--- src/rtl/smg_pkg.sv ---
// Shared definitions for the scanned 7-segment display bus: segment patterns,
// scan codes and the capture FSM state type.
package smg_pkg;

  // Active-low segment patterns, bit order {g,f,e,d,c,b,a}
  localparam logic [6:0] SMG_0 = 7'b1000000;
  localparam logic [6:0] SMG_1 = 7'b1111001;
  localparam logic [6:0] SMG_2 = 7'b0100100;
  localparam logic [6:0] SMG_3 = 7'b0110000;
  localparam logic [6:0] SMG_4 = 7'b0011001;
  localparam logic [6:0] SMG_5 = 7'b0010010;
  localparam logic [6:0] SMG_6 = 7'b0000010;
  localparam logic [6:0] SMG_7 = 7'b1111000;
  localparam logic [6:0] SMG_8 = 7'b0000000;
  localparam logic [6:0] SMG_9 = 7'b0010000;
  localparam logic [6:0] SMG_A = 7'b0001000;
  localparam logic [6:0] SMG_B = 7'b0000011;
  localparam logic [6:0] SMG_C = 7'b1000110;
  localparam logic [6:0] SMG_D = 7'b0100001;
  localparam logic [6:0] SMG_E = 7'b0000110;
  localparam logic [6:0] SMG_F = 7'b0001110;

  // Table indexed by nibble value; entry 0 sits in the low bits
  localparam logic [15:0][6:0] SMG_TABLE = {
    SMG_F, SMG_E, SMG_D, SMG_C, SMG_B, SMG_A, SMG_9, SMG_8,
    SMG_7, SMG_6, SMG_5, SMG_4, SMG_3, SMG_2, SMG_1, SMG_0
  };

  // One-cold digit select codes
  localparam logic [3:0] SCAN_D0 = 4'b1110;
  localparam logic [3:0] SCAN_D1 = 4'b1101;
  localparam logic [3:0] SCAN_D2 = 4'b1011;
  localparam logic [3:0] SCAN_D3 = 4'b0111;

  typedef enum logic [1:0] {
    S_WAIT   = 2'd0,
    S_SETTLE = 2'd1,
    S_HOLD   = 2'd2
  } smg_state_e;

  // Returns {valid, digit index}; anything but the four one-cold codes is invalid
  function automatic logic [2:0] scan_decode(input logic [3:0] scan);
    case (scan)
      SCAN_D0: scan_decode = 3'b1_00;
      SCAN_D1: scan_decode = 3'b1_01;
      SCAN_D2: scan_decode = 3'b1_10;
      SCAN_D3: scan_decode = 3'b1_11;
      default: scan_decode = 3'b0_00;
    endcase
  endfunction

endpackage

--- src/rtl/smg_decode_module.sv ---
// Segment pattern -> hex nibble. Reverse lookup over the shared table so the
// encoder side and this decoder can never disagree.
module smg_decode_module
  import smg_pkg::*;
(
  input  logic [6:0] i_seg,
  output logic       o_valid,
  output logic [3:0] o_nibble
);

  // Linear search of the 16 patterns; no match means undecodable
  always_comb begin
    o_valid  = 1'b0;
    o_nibble = 4'h0;
    for (int i = 0; i < 16; i++) begin
      if (i_seg == SMG_TABLE[i]) begin
        o_valid  = 1'b1;
        o_nibble = 4'(i);
      end
    end
  end

endmodule

--- src/rtl/smg_capture_module.sv ---
// Receive side of the 4-digit scanned 7-segment bus: synchronise, wait for each
// digit to settle, decode it and reassemble 16-bit frames.
module smg_capture_module
  import smg_pkg::*;
#(
  parameter logic [15:0] SETTLE_CYC  = 16'd255,
  parameter logic [23:0] TIMEOUT_CYC = 24'd249999
) (
  input  logic        CLK,
  input  logic        RST,
  input  logic [6:0]  SMG_Data,
  input  logic [3:0]  Scan_Sig,
  output logic [15:0] Number_Sig,
  output logic        Number_Valid,
  output logic        Frame_Err,
  output logic        Scan_Lost
);

  logic [10:0]      r_sync1, r_sync2;
  logic [3:0]       w_scan;
  logic [6:0]       w_seg;
  logic             w_scan_vld;
  logic [2:0]       w_scan_dec;

  smg_state_e       r_state, w_state_nxt;
  logic [3:0]       r_lat_scan;
  logic [6:0]       r_lat_seg;
  logic [15:0]      r_settle_cnt;
  logic             w_lat_ld, w_cnt_inc, w_cap;

  logic [2:0]       w_lat_dec;
  logic [1:0]       w_cap_idx;
  logic [3:0]       w_cap_bit;
  logic             w_dig_vld;
  logic [3:0]       w_dig_nib;

  logic [3:0][3:0]  r_slot;
  logic [3:0]       r_seen;
  logic             r_err;
  logic             w_complete;

  logic [23:0]      r_tmo_cnt;
  logic             w_tmo_hit;

  // Two-flop synchroniser; idles at all-ones (blank segments, no digit selected)
  always_ff @(posedge CLK or posedge RST) begin
    if (RST) begin
      r_sync1 <= '1;
      r_sync2 <= '1;
    end else begin
      r_sync1 <= {Scan_Sig, SMG_Data};
      r_sync2 <= r_sync1;
    end
  end

  assign w_scan     = r_sync2[10:7];
  assign w_seg      = r_sync2[6:0];
  assign w_scan_dec = scan_decode(w_scan);
  assign w_scan_vld = w_scan_dec[2];

  // Next-state: a digit must hold scan+segments unchanged SETTLE_CYC cycles
  always_comb begin
    w_state_nxt = r_state;
    w_lat_ld    = 1'b0;
    w_cnt_inc   = 1'b0;
    w_cap       = 1'b0;
    case (r_state)
      S_WAIT: begin
        if (w_scan_vld) begin
          w_state_nxt = S_SETTLE;
          w_lat_ld    = 1'b1;
        end
      end
      S_SETTLE: begin
        if (!w_scan_vld) begin
          w_state_nxt = S_WAIT;
        end else if ({w_scan, w_seg} != {r_lat_scan, r_lat_seg}) begin
          w_lat_ld = 1'b1;
        end else if (r_settle_cnt == SETTLE_CYC - 16'd1) begin
          w_cap       = 1'b1;
          w_state_nxt = S_HOLD;
        end else begin
          w_cnt_inc = 1'b1;
        end
      end
      S_HOLD: begin
        // Segment changes within a held digit are ignored; only a new scan phase counts
        if (w_scan != r_lat_scan) begin
          if (w_scan_vld) begin
            w_state_nxt = S_SETTLE;
            w_lat_ld    = 1'b1;
          end else begin
            w_state_nxt = S_WAIT;
          end
        end
      end
      default: w_state_nxt = S_WAIT;
    endcase
  end

  // State register, latched bus snapshot and settle counter
  always_ff @(posedge CLK or posedge RST) begin
    if (RST) begin
      r_state      <= S_WAIT;
      r_lat_scan   <= '1;
      r_lat_seg    <= '1;
      r_settle_cnt <= '0;
    end else begin
      r_state <= w_state_nxt;
      if (w_lat_ld) begin
        r_lat_scan   <= w_scan;
        r_lat_seg    <= w_seg;
        r_settle_cnt <= '0;
      end else if (w_cnt_inc) begin
        r_settle_cnt <= r_settle_cnt + 16'd1;
      end
    end
  end

  // Decode the latched snapshot; it equals the live bus whenever w_cap is high
  smg_decode_module u_dec (
    .i_seg    (r_lat_seg),
    .o_valid  (w_dig_vld),
    .o_nibble (w_dig_nib)
  );

  assign w_lat_dec  = scan_decode(r_lat_scan);
  assign w_cap_idx  = w_lat_dec[1:0];
  assign w_cap_bit  = 4'b0001 << w_cap_idx;
  // Registered seen means completion is always the cycle after the last capture
  assign w_complete = (r_seen == 4'b1111);
  assign w_tmo_hit  = !w_cap && (r_tmo_cnt == TIMEOUT_CYC - 24'd1);

  // Frame assembly: slots, seen mask and sticky error; a repeated digit restarts the frame
  always_ff @(posedge CLK or posedge RST) begin
    if (RST) begin
      r_slot <= '0;
      r_seen <= '0;
      r_err  <= 1'b0;
    end else if (w_cap) begin
      r_slot[w_cap_idx] <= w_dig_nib;
      if (r_seen[w_cap_idx]) begin
        r_seen <= w_cap_bit;
        r_err  <= !w_dig_vld;
      end else begin
        r_seen <= r_seen | w_cap_bit;
        r_err  <= r_err | !w_dig_vld;
      end
    end else if (w_complete || w_tmo_hit) begin
      r_seen <= '0;
      r_err  <= 1'b0;
    end
  end

  // Frame outputs: publish clean frames, flag bad ones, hold last good value
  always_ff @(posedge CLK or posedge RST) begin
    if (RST) begin
      Number_Sig   <= '0;
      Number_Valid <= 1'b0;
      Frame_Err    <= 1'b0;
    end else begin
      Number_Valid <= w_complete && !r_err;
      Frame_Err    <= w_complete && r_err;
      if (w_complete && !r_err) Number_Sig <= r_slot;
    end
  end

  // Scan watchdog: saturating count since last capture drives Scan_Lost
  always_ff @(posedge CLK or posedge RST) begin
    if (RST) begin
      r_tmo_cnt <= '0;
      Scan_Lost <= 1'b0;
    end else if (w_cap) begin
      r_tmo_cnt <= '0;
      Scan_Lost <= 1'b0;
    end else if (r_tmo_cnt != TIMEOUT_CYC) begin
      r_tmo_cnt <= r_tmo_cnt + 24'd1;
      if (w_tmo_hit) Scan_Lost <= 1'b1;
    end
  end

endmodule

--- config.mk ---
export PLATFORM = sky130hd
export DESIGN_NAME = smg_capture_module
export DESIGN_NICKNAME = d
export VERILOG_FILES = /design/src/rtl/smg_pkg.sv /design/src/rtl/smg_decode_module.sv /design/src/rtl/smg_capture_module.sv
export SDC_FILE = /design/constraint.sdc
export NUM_CORES = 1
export LEC_CHECK = 0
export ABC_AREA = 1
export BUFFER_PORTS_ARGS = -buffer_cell sky130_fd_sc_hd__buf_2
export CAP_MARGIN = 20
export CORE_MARGIN = 8
export CORE_UTILIZATION = 51
export CTS_CLUSTER_SIZE = 12
export DETAILED_ROUTE_END_ITERATION = 16
export GPL_TIMING_DRIVEN = 0
export PLACE_DENSITY = 0.68
export SLEW_MARGIN = 30
export SYNTH_ARGS = -nofsm -noshare
export SYNTH_HDL_FRONTEND = slang
export SYNTH_SLANG_ARGS = --single-unit
--- constraint.sdc ---
create_clock -name CLK -period 3.6 [get_ports CLK]
set_input_delay 0 -clock CLK [delete_from_list [all_inputs] [get_ports CLK]]
set_output_delay 0 -clock CLK [all_outputs]
set_load 0.03 [all_outputs]
==> results of run 1 <==
==> critical path, stage by stage (launching register included) <==
cell	delay [ns]
sky130_fd_sc_hd__dfrtp_1	0.41
sky130_fd_sc_hd__ha_1	0.22
sky130_fd_sc_hd__inv_1	0.08
sky130_fd_sc_hd__nor2_1	0.35
sky130_fd_sc_hd__nand2_1	0.12
sky130_fd_sc_hd__nor2_1	0.16
sky130_fd_sc_hd__nand2_1	0.09
sky130_fd_sc_hd__nor3_1	0.33
sky130_fd_sc_hd__nand2_1	0.12
sky130_fd_sc_hd__o21ai_0	0.19
sky130_fd_sc_hd__nor2_1	0.08
==> layout make-up <==
cell class | instances | area, um^2
multi-input cells | 501 | 2390
fillers | 975 | 4420
repair buffers | 44 | 303
well taps | 143 | 179
clock inverters | 10 | 81.3
inverters | 120 | 458
plain buffers | 8 | 40.0
flip-flops and latches | 115 | 2920
clock buffers | 22 | 475
==> synth_stat cells, drive strengths merged <==
cell,number
o21ai,46
a22oi,1
and2,2
nor4,6
ha,8
inv,119
buf,5
a31oi,1
xnor2,4
nand3,67
dfrtp,82
or2,1
nor2,82
o211a,2
nor3b,1
nand2,210
and3,2
nand4,15
nor3,22
nand3b,2
clkbuf,3
o21bai,1
a21oi,11
o211ai,2
clkinv,1
xor2,12
dfstp,33
o21a,2
o221ai,1
==> kinds of logic (layout without fill, tap and decap cells) <==
family,count (synthesis),in the layout,synth area share
simple gates,410,410,0.308
buf+inv,128,204,0.0845
xor+xnor,16,16,0.0242
fa+ha+maj,8,8,0.0173
compound gates,67,67,0.0630
flops,115,115,0.503
==> worst paths after layout <==
check	from	endpoint	slack, ns
max in group asynchronous	RST	r_lat_seg[6]$_DFFE_PP1P_	2.83
max	r_tmo_cnt[0]$_DFFE_PP0P_	r_tmo_cnt[16]$_DFFE_PP0P_	1.33
min	RST	r_tmo_cnt[13]$_DFFE_PP0P_	0.07
min in group CLK	SMG_Data[1]	r_sync1[1]$_DFF_PP1_	0.23
max reg2reg	r_tmo_cnt[0]$_DFFE_PP0P_	r_tmo_cnt[16]$_DFFE_PP0P_	1.33
min reg2reg	r_sync1[8]$_DFF_PP1_	r_sync2[8]$_DFF_PP1_	0.35
==> metal layers <==
| metal | track usage | up-vias | share of wire |
|---|---|---|---|
| met3 | 0.0492 | 22 | 0.044 |
| met2 | 0.305 | 91 | 0.47 |
| met4 | 0.0716 | 0 | 0.017 |
| met1 | 0.227 | 2282 | 0.46 |
| met5 | 0 | - | 0 |
| li1 | - | 2482 | - |
==> what timing repair did <==
item,in CTS,in global routing
endpoints found under the hold margin,93,0
hold buffers,12,0
gates resized for setup,0,0
==> metrics by stage <==
stage / setup WS (ns) / cell area, um^2 / utilization / TNS (ns) / hold WS, ns
2_1_floorplan: 0.611 / 5800 / - / 0 / 0.00448
3_3_place_gp: -0.614 / 6140 / 0.544 / -49.37 / 0.105
3_5_place_dp: 1.43 / 6170 / 0.547 / 0 / -0.0371
4_1_cts: 1.38 / 6850 / 0.608 / 0 / 0.0700
5_1_grt: 1.11 / 6850 / 0.608 / 0 / 0.0938
6_report: 1.33 / 6850 / 0.608 / 0 / 0.0740
==> power by group through the flow <==
| stage | clock network [W] | registers, W | logic (W) |
|---|---|---|---|
| after floorplan | 0 | 0.00152 | 0.000501 |
| after global placement | 0 | 0.00155 | 0.000630 |
| after detailed placement | 0 | 0.00155 | 0.000652 |
| after CTS | 0.00161 | 0.00154 | 0.000663 |
| after global routing | 0.00167 | 0.00155 | 0.000766 |
| final | 0.00158 | 0.00154 | 0.000662 |
==> state kept, by name, indices dropped and copies added, names as in the netlist, 2 cells and up <==
| name | count |
|---|---|
| r_lat_seg | 7 |
| r_seen | 4 |
| r_slot | 16 |
| r_state | 2 |
| r_settle_cnt | 16 |
| Number_Sig | 16 |
| r_sync2 | 11 |
| r_tmo_cnt | 24 |
| r_lat_scan | 4 |
| r_sync1 | 11 |
==> results.md, run 1 <==
* Worst Skew at 0.00982 ns
* Share of the yosys chip area belonging to registers at 0.503
* Path type of the worst min-delay path: input pin to async pin
* Headroom to the max-slew limit at 0.535
* RD Place Congestion at slightly above 0.9
* Number of nets in the finished design at approximately 830
* Start-to-end type of the worst setup path: flop to flop
* Total net switching power at ~0.0011 W
* Category of the worst setup path launch point: flop
* Yosys top cell area share at 0.354
* Leading cell type in the layout, fill and taps excluded: sky130_fd_sc_hd__nand2_1
* Nets in the synthesized netlist at 765
* Worst setup EP type: flop
* Fraction of power spent switching nets at 0.300
* FF+latch count, synth at 115
* Routed Antenna Nets at 0
* H-tree depth at 4
* Number of standard cells in the final layout excluding fillers at about 960
* Max Slew Vio Count at 0
* Largest net degree at the start of global routing at 89
* First-pass GRT wire length at about 22 mm
* Count of buffers inserted at the top-level ports at 31
* Count of warnings emitted by yosys at 0
* Leading cell types by total area after synthesis: sky130_fd_sc_hd__dfrtp_1 (35%), sky130_fd_sc_hd__dfstp_2 (15%), sky130_fd_sc_hd__nand2_1 (13%), sky130_fd_sc_hd__inv_1 (7.1%), sky130_fd_sc_hd__nand3_1 (5.7%)
* Detailed-route vias per instance at slightly above 5
* Combinational fraction of design power at 0.175
* Depth of the worst register-to-register path at 10
* Clock tree from TritonCTS: built
* P_int at 0.00265 W
* Die area at ~15000 um^2
* Root cell of the clock tree: sky130_fd_sc_hd__clkbuf_16
* Number of core rows at 39
* Post-CTS Repair Setup Buffers at 0
* Area leader, netlist: sky130_fd_sc_hd__dfrtp_1
* Final hold violation count at 0
* Area growth syn-to-layout at 18.0%
* Final Routed Wirelength at around 13 mm
* Post-route DRC violation count at 0
* Via count of the first global-routing pass at between 4000 and 5000
* Post-Synthesis Cells at between 700 and 800
* Least-Margin Pin Slew at approximately 0.69 ns
* Final critical-path required period at between 2 and 2.5 ns
* Maximum fanout along the worst path at 5
* Status: complete, no violations
* Power, Total at around 0.0038 W
* Boundary pin count at 32
* Effective utilization at floorplan at 0.515
* Clock share of power at 0.418
* Number of distinct library cells after synthesis at 36
* DR WL/cell at 13.1 um
* X dimension of the die at 123 um
* Floorplan Core Area at 11300 um^2
* Highest-count cells in the layout ignoring fill and taps: sky130_fd_sc_hd__nand2_1 (208), sky130_fd_sc_hd__inv_1 (109), sky130_fd_sc_hd__dfrtp_1 (82), sky130_fd_sc_hd__nor2_1 (73), sky130_fd_sc_hd__nand3_1 (66)
* Maximum vdd ir drop at 0.594 mV
* Fraction of final layout cells sized beyond drive strength 1 at 0.150
* Unrepaired setup endpoints after global routing: no
* CTS max path bufs at 2
* Drt first pass iters at 5
* Clock latency at the later pin of the worst-skew pair at approximately 0.42 ns
* Final number of setup-violating endpoints at 0
* Die boundary height at around 120 um
* Cells after DPL at between 900 and 1000
* Inserted Diodes at 0
* Area of the mapped netlist at slightly below 6000 um^2
* Leakage at between 3 and 4 nW
* Total GRT Usage at 0.185
* Sequential share of power at 0.407
* Number of DRC markers after the initial detailed-route iteration at roughly 360
* Clk sink count at around 120
* Critical path required time at between 3 and 4 ns
* Ratio of total power to cell area at 552 nW/um^2
* Half-perimeter wire length of the detailed placement result at 8.96 mm
* Tcrit/Tclk final at 0.631
* Overall via count from detail_route at slightly below 5000
* Max-capacitance violation count at 0
* Antenna violations before repair at 0
* GRT overflow at 0
* CTS Buf Count at 17
* Data arrival time of the critical path at approximately 2.6 ns
* Synthesized area per cell at slightly below 8 um^2
* Highest clock rate at around 440 MHz
* Worst-path clk slew at approximately 0.060 ns
No activity file was read; power rests on OpenSTA's default activity.
==> run 2, diff against run 1 <==
Settings changed: ABC_AREA 1 to 0, PLACE_DENSITY 0.68 to 0.71.
Clock period 3.6 ns to 1.89 ns, I/O delays scaled along.
==> run 2 against run 1 <==
  * The flow now finishes with violations (negative setup slack)
  * Combinational power increased to 2.7 times the previous value
  * Register-to-register slack got worse by 1.7 ns
  * Flip-flop and latch count unchanged
  * Critical path type unchanged
==> results.md, run 2 <==
* Floorplan Core Area at 10400 um^2 (-8.0%)
* Critical path required time at 2.32 ns (-1.58 ns)
* Setup TNS at -16.30 ns (-16.30 ns)
* Number of standard cells in the final layout excluding fillers at 733 (-24%)
* DR WL/cell at 16.5 um (+26%)
* Number of nets in the finished design at 605 (-27%)
* Inserted Diodes at 0 (unchanged)
* Number of distinct library cells after synthesis at 50 (+39%)
* Fraction of final layout cells sized beyond drive strength 1 at 0.409 (+0.259)
* Number of core rows at 37 (-5.1%)
* Maximum vdd ir drop at 1.00 mV (+68%)
* Post-Place Cell Area at 5930 um^2 (-3.9%)
* Overall via count from detail_route at 4084 (-16%)
* Category of the worst setup path launch point: flop
* Final Routed Wirelength at 12.1 mm (-4.1%)
* Number of DRC markers after the initial detailed-route iteration at 403 (+11%)
* Least-Margin Pin Slew at 0.460 ns (-0.232 ns)
* Sequential share of power at 0.346 (-0.061)
* Final setup margin at -0.330 ns (-1.66 ns)
* Count of buffers inserted at the top-level ports at 31 (unchanged)
* Start-to-end type of the worst setup path: flop to flop
* Final critical-path required period at 2.22 ns (-0.0505 ns)
* Highest-count cells in the layout ignoring fill and taps: sky130_fd_sc_hd__dfrtp_1 (81), sky130_fd_sc_hd__nor2_1 (50), sky130_fd_sc_hd__dfstp_2 (33), sky130_fd_sc_hd__buf_2 (31), sky130_fd_sc_hd__buf_4 (27)
* Die boundary height at 119 um (-2.6%)
* CTS Buf Count at 17 (unchanged)
* Power, Total at 0.00825 W (+120%)
* Max Slew Vio Count at 0 (unchanged)
* Post-synth ARST share at 1.00 (unchanged)
* Drt first pass iters at 4 (-1)
* Largest net degree at the start of global routing at 32 (-64%)
* RD Place Congestion at 0.843 (-7.4%)
* Ratio of total power to cell area at 1110 nW/um^2 (+100%)
* Most flops, register: r_tmo_cnt
* Number of synthesized flops with an enable pin at 0 (unchanged)
* Synthesized area per cell at 11.4 um^2 (+46%)
* Area growth syn-to-layout at 36.7%
* Boundary pin count at 32 (unchanged)
* Share of the yosys chip area belonging to registers at 0.535 (+0.0318)
* P_int at 0.00609 W (+130%)
* Leakage at 3.37 nW (-2.8%)
* H-tree depth at 4 (unchanged)
* Path type of the worst min-delay path: input pin to async pin
* Total net switching power at 0.00216 W (+90%)
* Top-count cell post-synth: sky130_fd_sc_hd__dfrtp_1
* Critical Path Max Stage Delay at 0.59 ns (+0.18 ns)
* Count of warnings emitted by yosys at 0 (unchanged)
* Most prevalent standard cell on the critical path: sky130_fd_sc_hd__buf_6
* Worst-path cell with the longest stage delay: sky130_fd_sc_hd__dfstp_2
* Routed Antenna Nets at 0 (unchanged)
* Nets in the synthesized netlist at 501 (-35%)
* Root cell of the clock tree: sky130_fd_sc_hd__clkbuf_8
* Highest clock rate at 451 MHz (+2.3%)
* Yosys top cell area share at 0.376 (+0.0224)
* X dimension of the die at 119 um (-2.6%)
* Combinational fraction of design power at 0.214 (+0.039)
* Via count of the first global-routing pass at 4241 (-12%)
* Unrepaired setup endpoints after global routing: yes
* Antenna violations before repair at 0 (unchanged)
* Detailed-route vias per instance at 5.57 (+10%)
* Clock latency at the later pin of the worst-skew pair at 0.50 ns (+0.08 ns)
* Clock tree from TritonCTS: built
* Cells after DPL at 651 (-29%)
* Largest register FFs at 24 (unchanged)
* Final Instance Area at 7460 um^2 (+8.9%)
* Effective utilization at floorplan at 0.526 (+0.0115)
* Worst Skew at 0.00781 ns (-0.00201 ns)
* Dominant register cell in the synthesized netlist: sky130_fd_sc_hd__dfrtp_1
* CTS max path bufs at 2 (unchanged)
* First-pass GRT wire length at 20.2 mm (-9.1%)
* Clk sink count at 115 (unchanged)
* Worst setup EP type: flop
* Data arrival time of the critical path at 2.65 ns (+0.08 ns)
* Commonest cells post-synth: sky130_fd_sc_hd__dfrtp_1 (82), sky130_fd_sc_hd__nor2_1 (53), sky130_fd_sc_hd__mux2_2 (41), sky130_fd_sc_hd__dfstp_2 (33), sky130_fd_sc_hd__xnor2_1 (26)
* Area of the mapped netlist at 5460 um^2 (-6.0%)
* Max-capacitance violation count at 0 (unchanged)
* Die area at 14300 um^2 (-5.2%)
* Status: finished with violations
* Final hold violation count at 0 (unchanged)
* Tcrit/Tclk final at 1.17 (+0.544)
* Total GRT Usage at 0.173 (-0.0123)
* FF+latch count, synth at 115 (unchanged)
* Maximum fanout along the worst path at 10 (+5)
* Worst-path clk slew at 0.05 ns (about the same)
* Clock share of power at 0.441 (+0.023)
* Leading cell type in the layout, fill and taps excluded: sky130_fd_sc_hd__dfrtp_1
* Leading cell types by total area after synthesis: sky130_fd_sc_hd__dfrtp_1 (38%), sky130_fd_sc_hd__dfstp_2 (16%), sky130_fd_sc_hd__mux2_2 (8.5%), sky130_fd_sc_hd__xnor2_1 (4.2%), sky130_fd_sc_hd__nor2_1 (3.6%)
* Cell breakdown of the critical path: nor2b_4 -> o211ai_1 -> a2111o_1 -> buf_6 -> buf_6 -> or3_1 -> a21oi_2
* Post-route DRC violation count at 0 (unchanged)
* Final cell utilization of the core at 0.719 (+0.112)
* Half-perimeter wire length of the detailed placement result at 7.18 mm (-20%)
* Headroom to the max-slew limit at 0.694 (+0.159)
* Fraction of power spent switching nets at 0.261 (-0.0384)
* Post-Synthesis Cells at 480 (-35%)
* Violations in the final reports: negative setup slack
* Area leader, netlist: sky130_fd_sc_hd__dfrtp_1
* Final number of setup-violating endpoints at 74 (+74)
* GRT overflow at 0 (unchanged)
==> run 2: cell types whose count changed after synthesis, moves of 9 or more <==
| cell | delta |
|---|---|
| sky130_fd_sc_hd__nand2_1 | -185 |
| sky130_fd_sc_hd__inv_1 | -99 |
| sky130_fd_sc_hd__nand3_1 | -47 |
| sky130_fd_sc_hd__mux2_2 | +41 |
| sky130_fd_sc_hd__o21ai_0 | -38 |
| sky130_fd_sc_hd__xnor2_1 | +22 |
| sky130_fd_sc_hd__nor2_1 | -20 |
| sky130_fd_sc_hd__nand2b_1 | +10 |
| sky130_fd_sc_hd__inv_2 | -9 |
==> run 2: final cells by class <==
type,count,area [um^2]
Sequential cell,115,2920
Fill cell,665,2910
Multi-Input combinational cell,336,2760
Timing Repair Buffer,87,748
Clock buffer,23,487
Clock inverter,9,196
Tap cell,136,170
Buffer,16,133
Inverter,11,45.0
==> run 2: logic make-up (layout without fill, tap and decap cells) <==
family / after synthesis / in the layout / share of synthesized area
buffers and inverters: 29 / 146 / 0.0255
and+or+nand+nor: 189 / 189 / 0.194
xor gates and xnor gates: 46 / 46 / 0.0738
adders and majority gates: 8 / 8 / 0.0183
AOI/OAI and AO/OA: 48 / 48 / 0.0615
DFF: 115 / 115 / 0.535
muxes: 45 / 45 / 0.0924
==> run 2: worst paths after layout <==
| check | start | end | slack (ns) | depth (start not counted) |
|---|---|---|---|---|
| min in group CLK | Scan_Sig[0] | r_sync1[7]$_DFF_PP1_ | 0.13 | 2 |
| worst max-delay path | r_sync2[10]$_DFF_PP1_ | r_settle_cnt[1]$_DFFE_PP0P_ | -0.33 | 7 |
| worst min register to register | r_sync1[5]$_DFF_PP1_ | r_sync2[5]$_DFF_PP1_ | 0.35 | 0 |
| worst min-delay path | RST | r_tmo_cnt[19]$_DFFE_PP0P_ | 0.03 | 3 |
| worst max register to register | r_sync2[10]$_DFF_PP1_ | r_settle_cnt[1]$_DFFE_PP0P_ | -0.33 | 7 |
| max in group asynchronous | RST | r_lat_scan[2]$_DFFE_PP1P_ | 0.95 | 6 |
==> run 2: what timing repair did <==
| item | 4_1_cts | 5_1_grt |
|---|---|---|
| gates resized for setup | 76 | 35 |
| setup endpoints to repair | 83 | 84 |
| hold buffers | 12 | 0 |
| gates cloned | 3 | 0 |
| setup buffers | 28 | 9 |
| pin swaps | 34 | 24 |
| hold endpoints to repair | 69 | 0 |
==> run 2: routing by layer <==
| metal | wire length, um | global-route usage | share of wire |
|---|---|---|---|
| met1 | 5130 | 0.203 | 0.42 |
| met4 | 161 | 0.0773 | 0.013 |
| met2 | 6340 | 0.294 | 0.52 |
| met5 | 0 | 0 | 0 |
| met3 | 450 | 0.0411 | 0.037 |
==> run 2: through the flow <==
step / hold WS, ns / setup WS, ns
final: 0.0344 / -0.330
after global routing: 0.0593 / -0.411
after CTS: 0.00115 / -0.357
after detailed placement: -0.00248 / -0.435
after global placement: 0.105 / -0.399
after floorplan: 0.00448 / -0.168
==> run 2: power groups by stage <==
stage / logic (W) / registers, W / clock network (W)
finish: 0.00176 / 0.00285 / 0.00363
global route: 0.00191 / 0.00287 / 0.00381
CTS: 0.00163 / 0.00285 / 0.00369
detailed placement: 0.00125 / 0.00294 / 0
global placement: 0.00118 / 0.00292 / 0
floorplan: 0.000978 / 0.00288 / 0
==> run 2: critical path, delay by kind of cell (launching register included) <==
family / cells / cell delay, ns
AO/OA/AOI/OAI: 3 / 0.73
buffers and inverters: 2 / 0.33
flip-flops: 1 / 0.59
AND/OR/NAND/NOR: 2 / 0.50
==> run 3, diff against run 2 <==
Settings changed: PLACE_DENSITY 0.71 to 0.69, SYNTH_HIERARCHICAL set to 1.
Clock period 1.89 ns to 2.4 ns, I/O delays scaled along.
==> run 3 against run 2 <==
  * Combinational power decreased by 36%
  * Sequential power decreased by 19%
  * Clock power decreased by 28%
  * Global-route usage decreased by 0.29 points
  * Largest power group unchanged
  * Final cell count decreased by 2.2%
  * Area after synthesis increased by 1.9%
  * Highest routed layer unchanged
  * The run now ends clean
==> results.md, run 3 <==
* Synthesized area per cell at 11.5 um^2 (+1.2%)
* Top-count cell post-synth: sky130_fd_sc_hd__dfrtp_1
* Boundary pin count at 32 (unchanged)
* Floorplan Core Area at 10700 um^2 (+3.6%)
* Least-Margin Pin Slew at 0.702 ns (+0.242 ns)
* Ratio of total power to cell area at 880 nW/um^2 (-20%)
* RD Place Congestion at 0.892 (+5.8%)
* Crit path buf inv count at 3 (+1)
* Total GRT Usage at 0.170 (-0.00286)
* Unrepaired setup endpoints after global routing: yes
* Critical path required time at 2.79 ns (+0.47 ns)
* Maximum fanout along the worst path at 5 (-5)
* Worst setup EP type: flop
* Area of the mapped netlist at 5560 um^2 (+1.9%)
* Headroom to the max-slew limit at 0.530 (-0.163)
* Area growth syn-to-layout at 23.9%
* Die area at 14500 um^2 (+1.6%)
* Category of the worst setup path launch point: flop
* Worst-path cell with the longest stage delay: sky130_fd_sc_hd__dfstp_2
* Hold Path Cell Cnt at 2
* Data arrival time of the critical path at 2.76 ns (+0.11 ns)
* Drt first pass iters at 4 (unchanged)
* Count of warnings emitted by yosys at 6 (+6)
* GRT overflow at 0 (unchanged)
* Yosys top cell area share at 0.369 (-0.00694)
* Final hold violation count at 0 (unchanged)
* Die boundary height at 120 um (+0.81%)
* Dominant register cell in the synthesized netlist: sky130_fd_sc_hd__dfrtp_1
* Overall via count from detail_route at 3943 (-3.5%)
* Root cell of the clock tree: sky130_fd_sc_hd__clkbuf_8
* Final Routed Wirelength at 11.7 mm (-3.1%)
* Largest net degree at the start of global routing at 31 (-3.1%)
* Number of synthesized flops with an enable pin at 0 (unchanged)
* Post-Place Cell Area at 5980 um^2 (+0.89%)
* First-pass GRT wire length at 20.0 mm (-0.85%)
* Area leader, netlist: sky130_fd_sc_hd__dfrtp_1
* Detailed-route vias per instance at 5.50 (-1.3%)
* Effective utilization at floorplan at 0.517 (-0.00883)
* Power, Total at 0.00606 W (-27%)
* H-tree depth at 4 (unchanged)
* Critical path depth at 8 (+1)
* DR WL/cell at 16.3 um (-0.97%)
* Count of buffers inserted at the top-level ports at 31 (unchanged)
* Post-Synthesis Cells at 483 (+0.63%)
* Start-to-end type of the worst setup path: flop to flop
* Cell breakdown of the critical path: xor2_2 -> nor4_2 -> buf_4 -> inv_2 -> nor4b_4 -> buf_6 -> and4_4 -> mux2_4
* Number of distinct library cells after synthesis at 59 (+18%)
* Commonest cells post-synth: sky130_fd_sc_hd__dfrtp_1 (82), sky130_fd_sc_hd__nor2_1 (51), sky130_fd_sc_hd__mux2_2 (39), sky130_fd_sc_hd__dfstp_2 (33), sky130_fd_sc_hd__xor2_1 (28)
* Most flops, register: r_tmo_cnt
* Highest-count cells in the layout ignoring fill and taps: sky130_fd_sc_hd__dfrtp_1 (82), sky130_fd_sc_hd__nor2_1 (51), sky130_fd_sc_hd__mux2_2 (39), sky130_fd_sc_hd__buf_2 (36), sky130_fd_sc_hd__dfstp_2 (33)
* Number of core rows at 38 (+2.7%)
* Nets in the synthesized netlist at 504 (+0.60%)
* Maximum vdd ir drop at 0.465 mV (-53%)
* Total of fill cells in the finished design at 833 (+25%)
* Post-synth ARST share at 1.00 (unchanged)
* Gate family responsible for the most delay along the worst path: simple AND/OR/NAND/NOR gates
* Max-capacitance violation count at 0 (unchanged)
* Largest register FFs at 24 (unchanged)
* Final setup margin at 0.0347 ns (+0.364 ns)
* Antenna violations before repair at 0 (unchanged)
* Final critical-path required period at 2.37 ns (+0.146 ns)
* Fraction of final layout cells sized beyond drive strength 1 at 0.347 (-0.0621)
* X dimension of the die at 120 um (+0.81%)
* Leading cell types by total area after synthesis: sky130_fd_sc_hd__dfrtp_1 (37%), sky130_fd_sc_hd__dfstp_2 (16%), sky130_fd_sc_hd__mux2_2 (7.9%), sky130_fd_sc_hd__xor2_1 (4.4%), sky130_fd_sc_hd__nor2_1 (3.4%)
* Depth of the worst register-to-register path at 8 (+1)
* Final cell utilization of the core at 0.641 (-0.0781)
* Inserted Diodes at 0 (unchanged)
* Highest clock rate at 423 MHz (-6.2%)
* Max Slew Vio Count at 0 (unchanged)
* Via count of the first global-routing pass at 4072 (-4.0%)
* Clock latency at the later pin of the worst-skew pair at 0.51 ns (about the same)
* Clk sink count at 115 (unchanged)
* Final number of setup-violating endpoints at 0 (-100%)
* Share of the yosys chip area belonging to registers at 0.525 (-0.00987)
* Final Instance Area at 6890 um^2 (-7.6%)
* FF+latch count, synth at 115 (unchanged)
* Number of DRC markers after the initial detailed-route iteration at 352 (-13%)
* Worst-path clk slew at 0.06 ns (about the same)
* Path type of the worst min-delay path: input pin to flop
* CTS max path bufs at 2 (unchanged)
* Worst Skew at 0.00986 ns (+0.00205 ns)
* Post-route DRC violation count at 0 (unchanged)
* Tcrit/Tclk final at 0.986 (-0.189)
* Leading cell type in the layout, fill and taps excluded: sky130_fd_sc_hd__dfrtp_1
* Leakage at 3.11 nW (-7.8%)
* Routed Antenna Nets at 0 (unchanged)
* Critical Path Max Stage Delay at 0.60 ns (about the same)
* Number of nets in the finished design at 585 (-3.3%)
* Status: complete, no violations
* Placement Setup Slack at -0.159 ns (+0.276 ns)
* Half-perimeter wire length of the detailed placement result at 7.43 mm (+3.5%)
* Clock tree from TritonCTS: built
* CTS Buf Count at 17 (unchanged)
## run 3: cell count changes after synthesis, sizes merged, moves of 7 or more
cell | previous run | this run
and3 | 1 | 15
nand2b | 10 | 1
nor3 | 23 | 10
nor4 | 6 | 21
o21ai | 8 | 15
xor2 | 20 | 28
## run 3: layout make-up
type                       instances  area (um^2)  share of cell area
timing repair buffer              62          478              0.0694
tap                              140          175              0.0254
multi-input combinational        333         2520               0.366
sequential                       115         2920               0.424
inverter                          15         60.1             0.00872
clock inverter                    15          204              0.0296
clock buffer                      17          414              0.0601
buffer                            20          119              0.0173
## run 3: metrics by stage
| stage | instances | hold WS (ns) | setup TNS, ns |
|---|---|---|---|
| after floorplan | 483 | 0.00448 | 0 |
| after global placement | 654 | 0.105 | -3.30 |
| after detailed placement | 658 | -0.000423 | -3.95 |
| after CTS | 711 | 0.104 | 0 |
| after global routing | 717 | 0.108 | -2.34 |
| final | 717 | 0.132 | 0 |
## run 3: power breakdown
part	internal, W	switching [W]	leakage [nW]
logic	0.000476	0.000656	1.34
clock network	0.00169	0.000933	0.293
registers	0.00215	0.000149	1.48
total	0.00432	0.00174	3.11
## run 3: cells by family after synthesis
kind of cell | count (synthesis) | synth area share
DFF | 115 | 0.525
buffers and inverters | 35 | 0.0311
muxes | 46 | 0.0959
adders and majority gates | 8 | 0.0180
and+or+nand+nor | 194 | 0.208
AOI/OAI and AO/OA | 37 | 0.0459
xor gates and xnor gates | 48 | 0.0756
## run 3: path summary, 6_finish.rpt
path | from | endpoint | slack, ns
max | r_sync2[8]$_DFF_PP1_ | r_slot[10]$_DFFE_PP0P_ | 0.03
min | Scan_Sig[3] | r_sync1[10]$_DFF_PP1_ | 0.13
max reg2reg | r_sync2[8]$_DFF_PP1_ | r_slot[10]$_DFFE_PP0P_ | 0.03
min reg2reg | r_sync1[5]$_DFF_PP1_ | r_sync2[5]$_DFF_PP1_ | 0.35
max in group asynchronous | RST | r_slot[7]$_DFFE_PP0P_ | 0.95
min in group asynchronous | RST | r_settle_cnt[5]$_DFFE_PP0P_ | 0.60
## run 3: repair_timing
action | in CTS | in global routing
setup endpoints to repair | 34 | 35
buffers inserted | 8 | 6
hold buffers | 13 | 0
resized for setup | 3 | 9
hold endpoints to repair | 76 | 0
pin swaps | 4 | 6
## run 3: metal layers
layer	vias to the layer above	share of wire	wire [um]	track usage
li1	1872	-	-	-
met1	1979	0.45	5240	0.217
met2	78	0.50	5900	0.272
met3	14	0.037	432	0.0499
met4	0	0.011	125	0.0539
met5	-	0	0	0
